===== src/rtl/fetch_pkg.sv =====
// fetch_pkg: shared constants and state encoding for the instruction-fetch
// sequencer (fetch_ctrl) and its PC sub-block (fetch_pc).
//   FETCH_ADDR_W      default PC / instruction-memory address width
//   FETCH_DATA_W      default instruction width
//   FETCH_RESET_PC    PC value after reset
//   FETCH_HALT_OPCODE opcode that halts fetch when FETCH_HALT_EN is defined
//   fetch_state_t     sequencer states IDLE / RUN / HALT
package fetch_pkg;

  localparam int unsigned FETCH_ADDR_W      = 8;
  localparam int unsigned FETCH_DATA_W      = 8;
  localparam logic [7:0]  FETCH_RESET_PC    = 8'h00;
  localparam logic [7:0]  FETCH_HALT_OPCODE = 8'hFF;

  typedef enum logic [1:0] {
    IDLE = 2'd0,
    RUN  = 2'd1,
    HALT = 2'd2
  } fetch_state_t;

endpackage : fetch_pkg


===== src/rtl/fetch_pc.sv =====
// fetch_pc: program-counter register for the fetch sequencer.
//   clk        in   rising-edge clock
//   rst_n      in   asynchronous active-low reset (pc <= RESET_PC)
//   load       in   load load_addr (branch redirect); wins over inc
//   load_addr  in   ADDR_W redirect target
//   inc        in   advance pc by one (instruction issued)
//   pc         out  ADDR_W current program counter
// Increment wraps modulo 2^ADDR_W with no carry out.
module fetch_pc import fetch_pkg::*; #(
  parameter int unsigned          ADDR_W   = FETCH_ADDR_W,
  parameter logic [ADDR_W-1:0]    RESET_PC = ADDR_W'(FETCH_RESET_PC)
) (
  input  logic              clk,
  input  logic              rst_n,
  input  logic              load,
  input  logic [ADDR_W-1:0] load_addr,
  input  logic              inc,
  output logic [ADDR_W-1:0] pc
);

  always_ff @(posedge clk or negedge rst_n) begin
    if (!rst_n) begin
      pc <= RESET_PC;
    end else if (load) begin
      pc <= load_addr;
    end else if (inc) begin
      pc <= pc + ADDR_W'(1);
    end
  end

endmodule : fetch_pc


===== src/rtl/fetch_ctrl.sv =====
// fetch_ctrl: instruction-fetch sequencer for a combinational instruction
// memory. Owns the PC (via fetch_pc), drives the memory address and registers
// each fetched byte toward decode over a valid/ready handshake.
//   clk, rst_n              clock, asynchronous active-low reset
//   start, stop             pulses: begin fetching / return to IDLE
//   redirect_valid/_addr    branch redirect (flushes the output register)
//   imem_addr, imem_instr   memory address (= pc) and same-cycle read data
//   out_valid/_ready        handshake toward decode
//   out_instr, out_pc       registered instruction and its fetch address
//   busy, halted            state != IDLE, state == HALT
// Build option: define FETCH_HALT_EN to make HALT_OPCODE stop fetching
// (HALT state); otherwise HALT is unreachable and halted is tied low.
module fetch_ctrl import fetch_pkg::*; #(
  parameter int unsigned       ADDR_W      = FETCH_ADDR_W,
  parameter int unsigned       DATA_W      = FETCH_DATA_W,
  parameter logic [ADDR_W-1:0] RESET_PC    = ADDR_W'(FETCH_RESET_PC),
  parameter logic [DATA_W-1:0] HALT_OPCODE = DATA_W'(FETCH_HALT_OPCODE)
) (
  input  logic              clk,
  input  logic              rst_n,
  input  logic              start,
  input  logic              stop,
  input  logic              redirect_valid,
  input  logic [ADDR_W-1:0] redirect_addr,
  output logic [ADDR_W-1:0] imem_addr,
  input  logic [DATA_W-1:0] imem_instr,
  output logic              out_valid,
  input  logic              out_ready,
  output logic [DATA_W-1:0] out_instr,
  output logic [ADDR_W-1:0] out_pc,
  output logic              busy,
  output logic              halted
);

  fetch_state_t      state;
  fetch_state_t      state_next;
  logic [ADDR_W-1:0] pc;
  logic              issue;
  logic              halt_hit;

  fetch_pc #(
    .ADDR_W   (ADDR_W),
    .RESET_PC (RESET_PC)
  ) u_pc (
    .clk       (clk),
    .rst_n     (rst_n),
    .load      (redirect_valid),
    .load_addr (redirect_addr),
    .inc       (issue),
    .pc        (pc)
  );

  assign imem_addr = pc;

  // Redirect and stop both suppress issue; the output slot is free when it
  // is empty or being accepted this cycle.
  always_comb begin
    issue = (state == RUN) && (!out_valid || out_ready) &&
            !redirect_valid && !stop;
  end

`ifdef FETCH_HALT_EN
  always_comb begin
    halt_hit = issue && (imem_instr == HALT_OPCODE);
  end
  assign halted = (state == HALT);
`else
  logic unused_halt_opcode;
  assign unused_halt_opcode = ^HALT_OPCODE;
  always_comb begin
    halt_hit = 1'b0;
  end
  assign halted = 1'b0;
`endif

  assign busy = (state != IDLE);

  always_ff @(posedge clk or negedge rst_n) begin
    if (!rst_n) begin
      state <= IDLE;
    end else begin
      state <= state_next;
    end
  end

  // Redirect never changes IDLE; stop beats redirect for the state while the
  // PC still takes the redirect target.
  always_comb begin
    state_next = state;
    case (state)
      IDLE: begin
        if (!redirect_valid && !stop && start) begin
          state_next = RUN;
        end
      end
      RUN: begin
        if (stop) begin
          state_next = IDLE;
        end else if (halt_hit) begin
          state_next = HALT;
        end
      end
      HALT: begin
        if (stop) begin
          state_next = IDLE;
        end else if (redirect_valid) begin
          state_next = RUN;
        end
      end
      default: state_next = IDLE;
    endcase
  end

  // Output register: flush on redirect, load on issue, drop on accept,
  // otherwise hold (covers the stall and stop-with-pending cases).
  always_ff @(posedge clk or negedge rst_n) begin
    if (!rst_n) begin
      out_valid <= 1'b0;
      out_instr <= '0;
      out_pc    <= '0;
    end else if (redirect_valid) begin
      out_valid <= 1'b0;
    end else if (issue) begin
      out_valid <= 1'b1;
      out_instr <= imem_instr;
      out_pc    <= pc;
    end else if (out_valid && out_ready) begin
      out_valid <= 1'b0;
    end
  end

endmodule : fetch_ctrl


===== config.mk =====
export PLATFORM = sky130hd
export DESIGN_NAME = fetch_ctrl
export DESIGN_NICKNAME = d
export VERILOG_FILES = /design/src/rtl/fetch_pkg.sv /design/src/rtl/fetch_pc.sv /design/src/rtl/fetch_ctrl.sv
export SDC_FILE = /design/constraint.sdc
export NUM_CORES = 1
export LEC_CHECK = 0
export ABC_AREA = 1
export BUFFER_PORTS_ARGS = -buffer_cell sky130_fd_sc_hd__buf_2
export CAP_MARGIN = 20
export CORE_ASPECT_RATIO = 0.5
export CORE_UTILIZATION = 35
export DETAILED_ROUTE_END_ITERATION = 16
export HOLD_SLACK_MARGIN = 0.02
export PLACE_DENSITY_LB_ADDON = 0.2
export SKIP_LAST_GASP = 1
export SYNTH_ARGS = -nofsm -noshare
export SYNTH_HDL_FRONTEND = slang
export SYNTH_HIERARCHICAL = 1
export SYNTH_SLANG_ARGS = --single-unit

===== constraint.sdc =====
create_clock -name clk -period 1.4 [get_ports clk]
set_clock_uncertainty 0.05 [all_clocks]
set_input_delay 0.07 -clock clk [delete_from_list [all_inputs] [get_ports clk]]
set_output_delay 0.07 -clock clk [all_outputs]
set_load 0.005 [all_outputs]

After elaboration in Yosys (flattened, before gate mapping)
Index checks and enable logic that the tools add are counted.

word-level totals
  word-level logic and storage cells = 38
  output and inout bits = 27
  bits of input ports = 22
  register bits after elaboration = 27

operators by class
  bitwise logic cells = 1
  add/sub/neg operators = 1
  equality and inequality tests = 5
  muxes and demuxes = 10
  reductions and logical operators = 16

operator list
  kind                   count
  $mux W8                2
  $add A8 B1 Y8 const B  1
  $mux W2                4
  $logic_and A1 B1 Y1    6
  $pmux W2 S3            1
  $ne A2 B2 Y1 const B   2
  $reduce_bool A2 Y1     2
  $logic_not A1 Y1       3
  $mux W1                3
  $ne A3 B3 Y1 const B   1
  $reduce_and A3 Y1      1
  $reduce_bool A3 Y1     1
  $eq A2 B1 Y1 const B   1
  $eq A2 B2 Y1 const B   1
  $logic_not A2 Y1       1
  $reduce_and A2 Y1      1
  $logic_or A1 B1 Y1     1
  $not A1 Y1             1

Logic depth before layout (Yosys ltp)
Gate-level depths: netlist (run 1).

  word-level depth = 7
  depth in mapped cells = 9
  mapped depth without buffers = 8

Modules after synthesis
The synthesis (run 1) kept the hierarchy.

by module, submodules not included
  module      cells each  area an instance (um^2)  instances
  fetch_ctrl  83          778.2                    1
  fetch_pc    62          499.2                    1

Least setup slack after synthesis (run 1)
Ideal clock, no wire load.

  path kind = register to register
  start = register state[0]
  end = register u_pc.pc[5]
  stages on the path, launching flop included = 10
  clock period less this slack = 1.417 ns
  buffers on the path = 1
  path slack = -0.017 ns
  data arrival time = 1.301 ns
  required time = 1.285 ns
  cells stage by stage = dfrtp_1 > inv_2 > nor2_4 > nand3_4 > buf_6 > inv_1 > inv_1 > nor2_8 > nand3_1 > nand2_1

between the ends
  longest elaborated chain between the ends = 5

ends and longest elaborated chain
  item                              line              source
  from (decl)                       fetch_ctrl.sv:35  fetch_state_t state;
  from (signal assigned)            fetch_ctrl.sv:82  state <= state_next;
  $eq A2 B1 Y1                      fetch_ctrl.sv:58  issue = (state == RUN) && (!out_valid || out_ready) &&
  $logic_and A1 B1 Y1 (2 in a row)  fetch_ctrl.sv:58
  $logic_and A1 B1 Y1               fetch_ctrl.sv:59  !redirect_valid && !stop;
  named net issue                   fetch_ctrl.sv:38  logic issue;
  $reduce_bool A2 Y1 (no line)      --
  to (signal assigned)              fetch_pc.sv:25    pc <= load_addr;
  to (signal assigned)              fetch_pc.sv:27    pc <= pc + ADDR_W'(1);
  to (decl)                         fetch_pc.sv:18    output logic [ADDR_W-1:0] pc

The timed path passes the listed nets, and every way through them passes these cells.
A chain may end at the register's enable or synchronous reset.

Final worst setup path (run 1)
  start = input port stop
  end = register state[0]

between the ends
  longest elaborated chain between the ends = 5
  elaborated cells on any way between the ends = 9

ends and longest elaborated chain
  item                              line              source
  from (decl)                       fetch_ctrl.sv:22  input logic stop,
  $logic_not A1 Y1                  fetch_ctrl.sv:92  if (!redirect_valid && !stop && start) begin
  $logic_and A1 B1 Y1 (2 in a row)  fetch_ctrl.sv:92
  $ne A2 B2 Y1 (no line)            --
  $reduce_and A3 Y1 (no line)       --

Parallel ways exist; a longest one is shown, timed or not.

==> results of run 1 <==
[Yosys cell counts]
library cell / n / area share
nand2_2: 2 / 0.0098
xnor2_1: 1 / 0.0069
inv_1: 6 / 0.018
xor2_1: 1 / 0.0069
a22oi_1: 6 / 0.035
nor2_8: 1 / 0.016
ha_1: 1 / 0.0098
nand4_1: 16 / 0.078
a21oi_1: 1 / 0.0039
nor2_4: 2 / 0.018
o21bai_1: 2 / 0.012
inv_2: 2 / 0.0059
nor2_1: 1 / 0.0029
buf_6: 1 / 0.0088
dfrtp_1: 26 / 0.51
nand2_1: 56 / 0.16
buf_2: 2 / 0.0078
buf_4: 3 / 0.018
nand3_1: 11 / 0.043
nand3_4: 1 / 0.014
nor2_2: 2 / 0.0098
conb_1: 1 / 0.0029
[per-layer routing]
| layer | global-route usage | vias up | wire length, um |
|---|---|---|---|
| met4 | 0.0295 | 0 | 14 |
| met5 | 0 | - | 0 |
| li1 | - | 623 | - |
| met2 | 0.284 | 36 | 1490 |
| met1 | 0.220 | 584 | 1520 |
| met3 | 0.0439 | 2 | 157 |
[per-stage QoR]
step / instance area [um^2] / util / total power [mW] / cells / worst slack (ps)
2_1_floorplan: 1280 / - / 1.19 / 145 / 42.2
3_3_place_gp: 1560 / 0.453 / 1.41 / 241 / 198
3_5_place_dp: 1560 / 0.453 / 1.42 / 241 / 196
4_1_cts: 1830 / 0.531 / 2.10 / 265 / 158
5_1_grt: 1830 / 0.531 / 2.19 / 265 / 63.7
6_report: 1830 / 0.531 / 2.06 / 265 / 143
[critical path: stages]
cell and delay (ps):
dlygate4sd3_1 530, buf_2 150, a21oi_1 120, dlygate4sd3_1 560
[sequential cells by signal, summed over array words and instances, names as in the netlist]
| name | count |
|---|---|
| out_instr | 8 |
| u_pc/pc | 8 |
| out_valid | 1 |
| out_pc | 8 |
| state | 1 |
[power by group through the flow]
stage	sequential, mW	clock [mW]	combinational (mW)
after floorplan	1.01	0	0.187
after global placement	0.996	0	0.411
after detailed placement	1.00	0	0.416
after CTS	0.985	0.652	0.460
after global routing	1.00	0.667	0.515
final	0.982	0.623	0.454
[final timing paths]
check	end	slack [ps]	cells past startpoint
max	state[0]	140	4
min	u_pc/pc[0]	150	3
max reg2reg	state[0]	150	3
min reg2reg	out_instr[7]	420	2
max in group asynchronous	u_pc/pc[2]	600	2
min in group asynchronous	out_instr[2]	310	2
[cell families after synthesis]
logic type | synth area share
buffers and inverters | 0.0578
xor gates and xnor gates | 0.0137
AOI/OAI and AO/OA | 0.0509
DFF | 0.509
and+or+nand+nor | 0.356
adders and majority gates | 0.00979
other | 0.00294
[what timing repair did]
action,in CTS,in global routing
endpoints found under the hold margin,44,0
setup buffers,0,0
hold buffers,20,0
[final cells by class]
type / count / share of cell area
timing repair buffer: 71 / 0.254
inverter: 8 / 0.0164
tap: 51 / 0.0348
sequential: 26 / 0.355
clock buffer: 3 / 0.0225
multi-input combinational: 105 / 0.302
clock inverter: 1 / 0.0164
[placed cells by master, fill, tap and decap left out, drive strengths merged]
master / Yosys / layout
a22oi: 6 / 6
nor2: 6 / 6
nand3: 12 / 12
dlygate4sd3: 0 / 20
buf: 6 / 51
xnor2: 1 / 1
ha: 1 / 1
nand2: 58 / 58
clkbuf: 0 / 3
conb: 1 / 1
a21oi: 1 / 1
nand4: 16 / 16
inv: 8 / 8
bufinv: 0 / 1
dfrtp: 26 / 26
xor2: 1 / 1
o21bai: 2 / 2
==> impl_metrics.tcl, run 1 <==
set metrics [dict create \
    critPathKind "input port to register" \
    multi_input_area_um2 553 \
    post-route-period-util 0.898 \
    slew_headroom 0.597 \
    antenna_found_initial 0 \
    cts_buffer_depth 2 \
    netlist_area_um2 1280 \
    endpoint_kind "register" \
    cts_buffers 3 \
    core-area_um2 3450 \
    maxCapViolCount 0 \
    tightest_slew_ps 604 \
    rows 15 \
    yosys_warnings 6 \
    power_frac_comb 0.220 \
    synth_nets 168 \
    clockRootBuffer "clkbuf_8" \
    clk_pin_slew_ps 90 \
    cp-start-kind "input port" \
    num-fill-cells 362 \
    vias 1245 \
    status "finished, final reports clean" \
    cts.sinks 26 \
    syn_to_final_growth_pct 43.6 \
    p_sw_frac 0.270 \
    switchingPower_mw 0.556 \
    cp_max_fo 2 \
    top_level_ports 49 \
    fin_tns_setup_ps 0 \
    die_y_um 44.7 \
    clock_latency_ps 270 \
    clkPwrFrac 0.302 \
    r2r_start "state[0]" \
    ir_worst_vdd_v 0.000368 \
    antennaDiodeCount 0 \
    dieArea_um2 3910 \
    p_leak_nw 0.976 \
    grt_pass1_vias 1046 \
    power.density_nw_per_um2 1120 \
    fmax_ghz 0.796 \
    track_usage 0.166 \
    drc_errors 0 \
    regArea_um2 651 \
    grt_max_degree 27 \
    hold_ws_ps 154 \
    gp_congestion 0.715 \
    ant_nets 0 \
    grt_pass1_wl_um 4850 \
    syn_avg_cell_area_um2 8.81 \
    worstPathRequired_ps 1560 \
    crit_start "stop" \
    post_cts_resized 0 \
    hold_viol 0 \
    routed_wl_um 3180 \
    wl_per_cell_um 12.0 \
    worst_ep_arrival_time_ps 1420 \
    finalNetCount 238 \
    rsz0062_at_grt "false" \
    overflow 0 \
    drtPass1Iterations 4 \
    drt-initial-drc-count 59 \
    finalSetupViolations 0 \
    htreeDepth 1 \
    dieWidth_um 87.4 \
    min_from "redirect_valid" \
    ys_ff_latch 26 \
    tritoncts "built" \
    seq_power_share 0.477 \
    syn_inst 145 \
    vias_per_cell 4.70 \
    synth-seq-area-share 0.509 \
    io_buffers 47 \
    start_util 0.370 \
    p_int_mw 1.50 \
    layout-drive-gt1-share 0.313 \
    finalMaxSlewViolations 0 \
    hp-class "input port to register" \
    period_needed_ps 1260 \
    ys_types 22 \
    dp_hpwl_um 2040 \
]
(Power assumes the default switching activity.)
==> run 2, diff against run 1 <==
--- a/config.mk
+++ b/config.mk
@@ -16,5 +16,4 @@
 export SKIP_LAST_GASP = 1
 export SYNTH_ARGS = -nofsm -noshare
 export SYNTH_HDL_FRONTEND = slang
-export SYNTH_HIERARCHICAL = 1
 export SYNTH_SLANG_ARGS = --single-unit
==> impl_metrics.tcl, run 2 <==
set metrics [dict create \
    status "finished, final reports clean" \
    yosys_warnings 0 \
    hp-class "input port to register" \
    tightest_slew_ps 582 \
    endpoint_kind "register" \
    start_util 0.388 \
    grt_pass1_wl_um 4560 \
    syn_avg_cell_area_um2 8.03 \
    gp_congestion 0.777 \
    fin_tns_setup_ps 0 \
    slew_headroom 0.612 \
    layout_commonest_cell "nand2_1" \
    period_needed_ps 1260 \
    routed_wl_um 2880 \
    worstPathRequired_ps 1520 \
    p_leak_nw 0.938 \
    drc_errors 0 \
    ys_ff_latch 26 \
    cp-start-kind "register" \
    crit_chain "inv_1 > a21oi_1 > dlygate4sd3_1" \
    netlist_area_um2 1230 \
    post-synth-top-count-cell "nand2_1" \
    syn_inst 153 \
    cp_top_family "buffers and inverters" \
    synth_flop_cell "dfrtp_1" \
    slowest_stage "dlygate4sd3_1" \
    core-area_um2 3170 \
    vias 1143 \
    rsz0062_at_grt "false" \
    cp_max_fo 2 \
    io_buffers 47 \
    final_cell_mix "nand2_1 (64), buf_2 (47), dfrtp_1 (26), nor2_1 (15), dlygate4sd3_1 (15)" \
    seq_power_share 0.470 \
    power_frac_comb 0.237 \
    clock_latency_ps 270 \
    layout.cells.non_filler 264 \
    worst_ep_arrival_time_ps 1380 \
    layout-drive-gt1-share 0.287 \
    post-route-period-util 0.903 \
    hold_viol 0 \
    dieWidth_um 85.8 \
    cts.sinks 26 \
    clockRootBuffer "clkbuf_8" \
    reg_top3 "out_instr: 8 flops, out_pc: 8 flops, u_pc.pc: 8 flops" \
    rows 14 \
    cts_buffers 3 \
    antennaDiodeCount 0 \
    fmax_ghz 0.791 \
    antenna_found_initial 0 \
    clkPwrFrac 0.293 \
    grt_max_degree 27 \
    finalSetupViolations 0 \
    critPathMaxStageDelay_ps 540 \
    synth_top_area_share 0.530 \
    synth_area_leaders "dfrtp_1 (53%), nand2_1 (20%), nor2_1 (4.6%), nand3_1 (3.7%), o21ai_1 (2.9%)" \
    ys_types 22 \
    maxCapViolCount 0 \
    dp.cells 245 \
    drt-initial-drc-count 52 \
    htreeDepth 1 \
    vias_per_cell 4.33 \
    finalMaxSlewViolations 0 \
    synth_edf_count 0 \
    track_usage 0.159 \
    synth_nets 176 \
    overflow 0 \
    p_total_mw 2.17 \
    drtPass1Iterations 4 \
    power.density_nw_per_um2 1250 \
    synth_largest_area_cell "dfrtp_1" \
    die_y_um 43.9 \
    syn_to_final_growth_pct 40.8 \
    grt_pass1_vias 1007 \
    wl_per_cell_um 10.9 \
    critPathKind "register to register" \
    finalNetCount 240 \
    ir_worst_vdd_v 0.000610 \
    tritoncts "built" \
    synth_common_cells "nand2_1 (64), dfrtp_1 (26), nor2_1 (15), nand3_1 (9), inv_1 (8)" \
    fin_area_um2 1730 \
    cp_num_buf_inv 2 \
    ant_nets 0 \
    hold_ws_ps 32.4 \
    dp_hpwl_um 1980 \
    p_int_mw 1.54 \
    synthArstFlopShare 1.00 \
    synth-seq-area-share 0.530 \
    cts_buffer_depth 2 \
    clk_pin_slew_ps 90 \
    switchingPower_mw 0.621 \
    p_sw_frac 0.287 \
    dieArea_um2 3770 \
    placed_area_um2 1500 \
    top_level_ports 49 \
]
## run 2: changes by cell type in the layout (fill, tap and decap cells not counted), moves of 3 or more
| cell | change |
|---|---|
| o21ai_1 | +7 |
| inv_1 | +4 |
| nand3_1 | -3 |
| a22oi_1 | -6 |
| nand2_1 | +8 |
| nor2_1 | +14 |
| nand4_1 | -16 |
| dlygate4sd3_1 | -5 |
## run 2: metrics by stage
step	utilization	setup WS, ps
after floorplan	-	205
after global placement	0.474	166
after detailed placement	0.474	138
after CTS	0.544	118
after global routing	0.546	21.7
final	0.546	136
## run 2: power groups by stage
stage               Clock (mW)  Combinational, mW  Sequential, mW
detailed placement           0              0.485            1.03
floorplan                    0              0.230            1.03
finish                   0.635              0.513            1.02
global placement             0              0.482            1.02
global route             0.670              0.591            1.04
CTS                      0.639              0.519            1.02
## run 2: worst paths after layout
| kind | start | endpoint | slack, ps | cells after the start |
|---|---|---|---|---|
| min | redirect_valid | u_pc.pc[1] | 30 | 3 |
| min in group asynchronous | rst_n | state[0] | 270 | 2 |
| max | state[0] | state[0] | 140 | 3 |
| max in group asynchronous | rst_n | out_instr[7] | 650 | 2 |
| min reg2reg | out_instr[3] | out_instr[3] | 430 | 2 |
| max reg2reg | state[0] | state[0] | 140 | 3 |
## run 2: cell families (layout without fill, tap and decap cells)
group / after synthesis / after routing / synth area share
adders and majority gates: 1 / 1 / 0.0102
xor gates and xnor gates: 2 / 2 / 0.0143
buffers and inverters: 16 / 79 / 0.0642
AOI/OAI and AO/OA: 13 / 13 / 0.0570
and+or+nand+nor: 94 / 94 / 0.322
DFF: 26 / 26 / 0.530
other: 1 / 1 / 0.00305
## run 2: tightest hold or removal path: cells and delay by family
kind | cells | cell delay, ps
AO/OA/AOI/OAI | 2 | 150
buffers and inverters | 1 | 100
## run 2: what timing repair did
action / 4_1_cts / 5_1_grt
buffers inserted: 0 / 0
endpoints found under the hold margin: 39 / 0
hold buffers: 15 / 0
resized for setup: 0 / 1
setup endpoints to repair: 0 / 1
## run 2: per-layer routing
metal,vias up,global-route usage,wire [um]
li1,597,-,-
met4,0,0.0300,6
met1,507,0.213,1470
met5,-,0,0
met2,37,0.261,1260
met3,2,0.0476,149
## run 2: layout make-up
type / count / area, um^2
fill: 305 / 1440
tap: 48 / 60.1
clock buffer: 3 / 41.3
multi-input combinational: 111 / 504
clock inverter: 1 / 30.0
sequential: 26 / 651
inverter: 11 / 43.8
timing repair buffer: 64 / 400
==> run 3, diff against run 2 <==
==> constraint.sdc (replaced) <==
create_clock -name clk -period 1.2 [get_ports clk]
set_clock_uncertainty 0.05 [all_clocks]
set_input_delay 0.06 -clock clk [delete_from_list [all_inputs] [get_ports clk]]
set_output_delay 0.06 -clock clk [all_outputs]
set_load 0.005 [all_outputs]
==> impl_metrics.tcl, run 3 (synthesis results as in run 2) <==
set metrics [dict create \
    setup_slack_ps 25.5 \
    maxCapViolCount 0 \
    hp-class "input port to register" \
    cts_buffer_depth 2 \
    top_level_ports 49 \
    dp.cells 250 \
    grt_pass1_vias 988 \
    rows 14 \
    finalMaxSlewViolations 0 \
    busiest_layer "met2" \
    reg2regPathDepth 6 \
    period_needed_ps 1170 \
    antenna_found_initial 0 \
    wl_per_cell_um 11.0 \
    ir_worst_vdd_v 0.000501 \
    met3_usage 0.0457 \
    power.density_nw_per_um2 1420 \
    clkPwrFrac 0.284 \
    grt_max_degree 27 \
    grt_util_met2 0.258 \
    start_util 0.388 \
    routed_wl_um 2960 \
    ant_nets 0 \
    htreeDepth 1 \
    r2r_start "state[0]" \
    cp_max_fo 13 \
    antennaDiodeCount 0 \
    grt_pass1_wl_um 4660 \
    layout-drive-gt1-share 0.338 \
    dieWidth_um 85.8 \
    finalSetupViolations 0 \
    hold_viol 0 \
    layout_commonest_cell "nand2_1" \
    min_from "redirect_valid" \
    power_frac_comb 0.260 \
    hold_end "u_pc.pc[3]" \
    cp-start-kind "register" \
    status "finished, final reports clean" \
    finalNetCount 246 \
    drc_errors 0 \
    gp_congestion 0.782 \
    dieArea_um2 3770 \
    clock_latency_ps 270 \
    seq_power_share 0.455 \
    tritoncts "built" \
    die_y_um 43.9 \
    syn_to_final_growth_pct 47.6 \
    post-route-period-util 0.979 \
    clk_pin_slew_ps 90 \
    p_total_mw 2.58 \
    final_cell_mix "nand2_1 (62), buf_2 (47), dfrtp_1 (25), nor2_1 (15), dlygate4sd3_1 (15)" \
    met1_usage 0.234 \
    fmax_ghz 0.851 \
    tightest_slew_ps 602 \
    p_sw_frac 0.286 \
    reg_top3 "out_instr: 8 flops, out_pc: 8 flops, u_pc.pc: 8 flops" \
    rsz0062_at_grt "true" \
    p_int_mw 1.84 \
    overflow 0 \
    endpoint_kind "register" \
    layout.cells.non_filler 270 \
    drt-initial-drc-count 62 \
    switchingPower_mw 0.737 \
    dp_hpwl_um 2100 \
    final_util 0.572 \
    fin_tns_setup_ps 0 \
    critPathKind "register to register" \
    io_buffers 47 \
    vias_per_cell 4.37 \
    dp_slack_ps 9.04 \
    ff2ff_setup_slack_ps 30 \
    track_usage 0.168 \
    slew_headroom 0.599 \
    cts_buffers 3 \
    clockRootBuffer "clkbuf_8" \
    drtPass1Iterations 4 \
    worst_ep_arrival_time_ps 1290 \
    core-area_um2 3170 \
    p_leak_nw 0.969 \
    worstPathRequired_ps 1310 \
    hold_depth 3 \
    rr_endpoint "out_pc[1]" \
    vias 1180 \
    cts.sinks 26 \
]
==> run 3: cell count changes in the layout (fill, tap and decap cells not counted), moves of 2 or more <==
cell	previous run	this run
inv_1	8	6
nand2_2	2	4
nand2_1	64	62
buf_4	2	6
==> run 3: worst max-delay path: stages, from the launching register on <==
cell     delay (ps)
dfrtp_1         370
inv_2            50
nor2_4          120
nand3_4         160
buf_12          190
nand2_1          50
o21ai_1          60
==> run 3: through the flow <==
stage               hold WS (ps)  area, um^2
floorplan                   -286        1230
global placement            41.1        1550
detailed placement          53.6        1550
CTS                         31.7        1780
global route                48.5        1810
finish                      30.2        1810
==> run 3: how the worst max path moves through the flow <==
stage          startpoint    endpoint  slack [ps]  cells after the start
2_1_floorplan  u_pc.pc[0]  u_pc.pc[4]           5                      6
3_3_place_gp   u_pc.pc[0]  u_pc.pc[4]          30                      6
3_5_place_dp   u_pc.pc[0]  u_pc.pc[4]           9                      6
4_1_cts        u_pc.pc[0]  u_pc.pc[4]          20                      6
5_1_grt        u_pc.pc[2]  u_pc.pc[7]         -50                      7
6_report         state[0]   out_pc[1]          30                      6
==> run 3: layout make-up <==
cell class              instances  area, um^2
multi-input cells             111         522
inverters                      11        46.3
well taps                      48        60.1
fillers                       299        1360
repair buffers                 70         462
flip-flops and latches         26         652
clock inverters                 1        30.0
clock buffers                   3        41.3
==> run 3: what timing repair did <==
item | CTS | global route
gates resized for setup | 2 | 10
pin swaps | 0 | 3
setup buffers | 0 | 1
hold buffers | 15 | 0
endpoints found under the setup margin | 2 | 20
hold endpoints to repair | 39 | 0
cloned | 0 | 0
==> run 3: power by group through the flow <==
stage,sequential (mW),combinational [mW],clock (mW)
floorplan,1.21,0.268,0
global route,1.20,0.759,0.774
finish,1.17,0.671,0.733
detailed placement,1.18,0.621,0
CTS,1.17,0.662,0.744
global placement,1.18,0.612,0
==> run 3: per-layer routing <==
metal | routed length (um) | vias to the layer above
met5 | 0 | -
met4 | 14 | 0
met3 | 170 | 2
met2 | 1240 | 39
met1 | 1530 | 523
li1 | - | 616
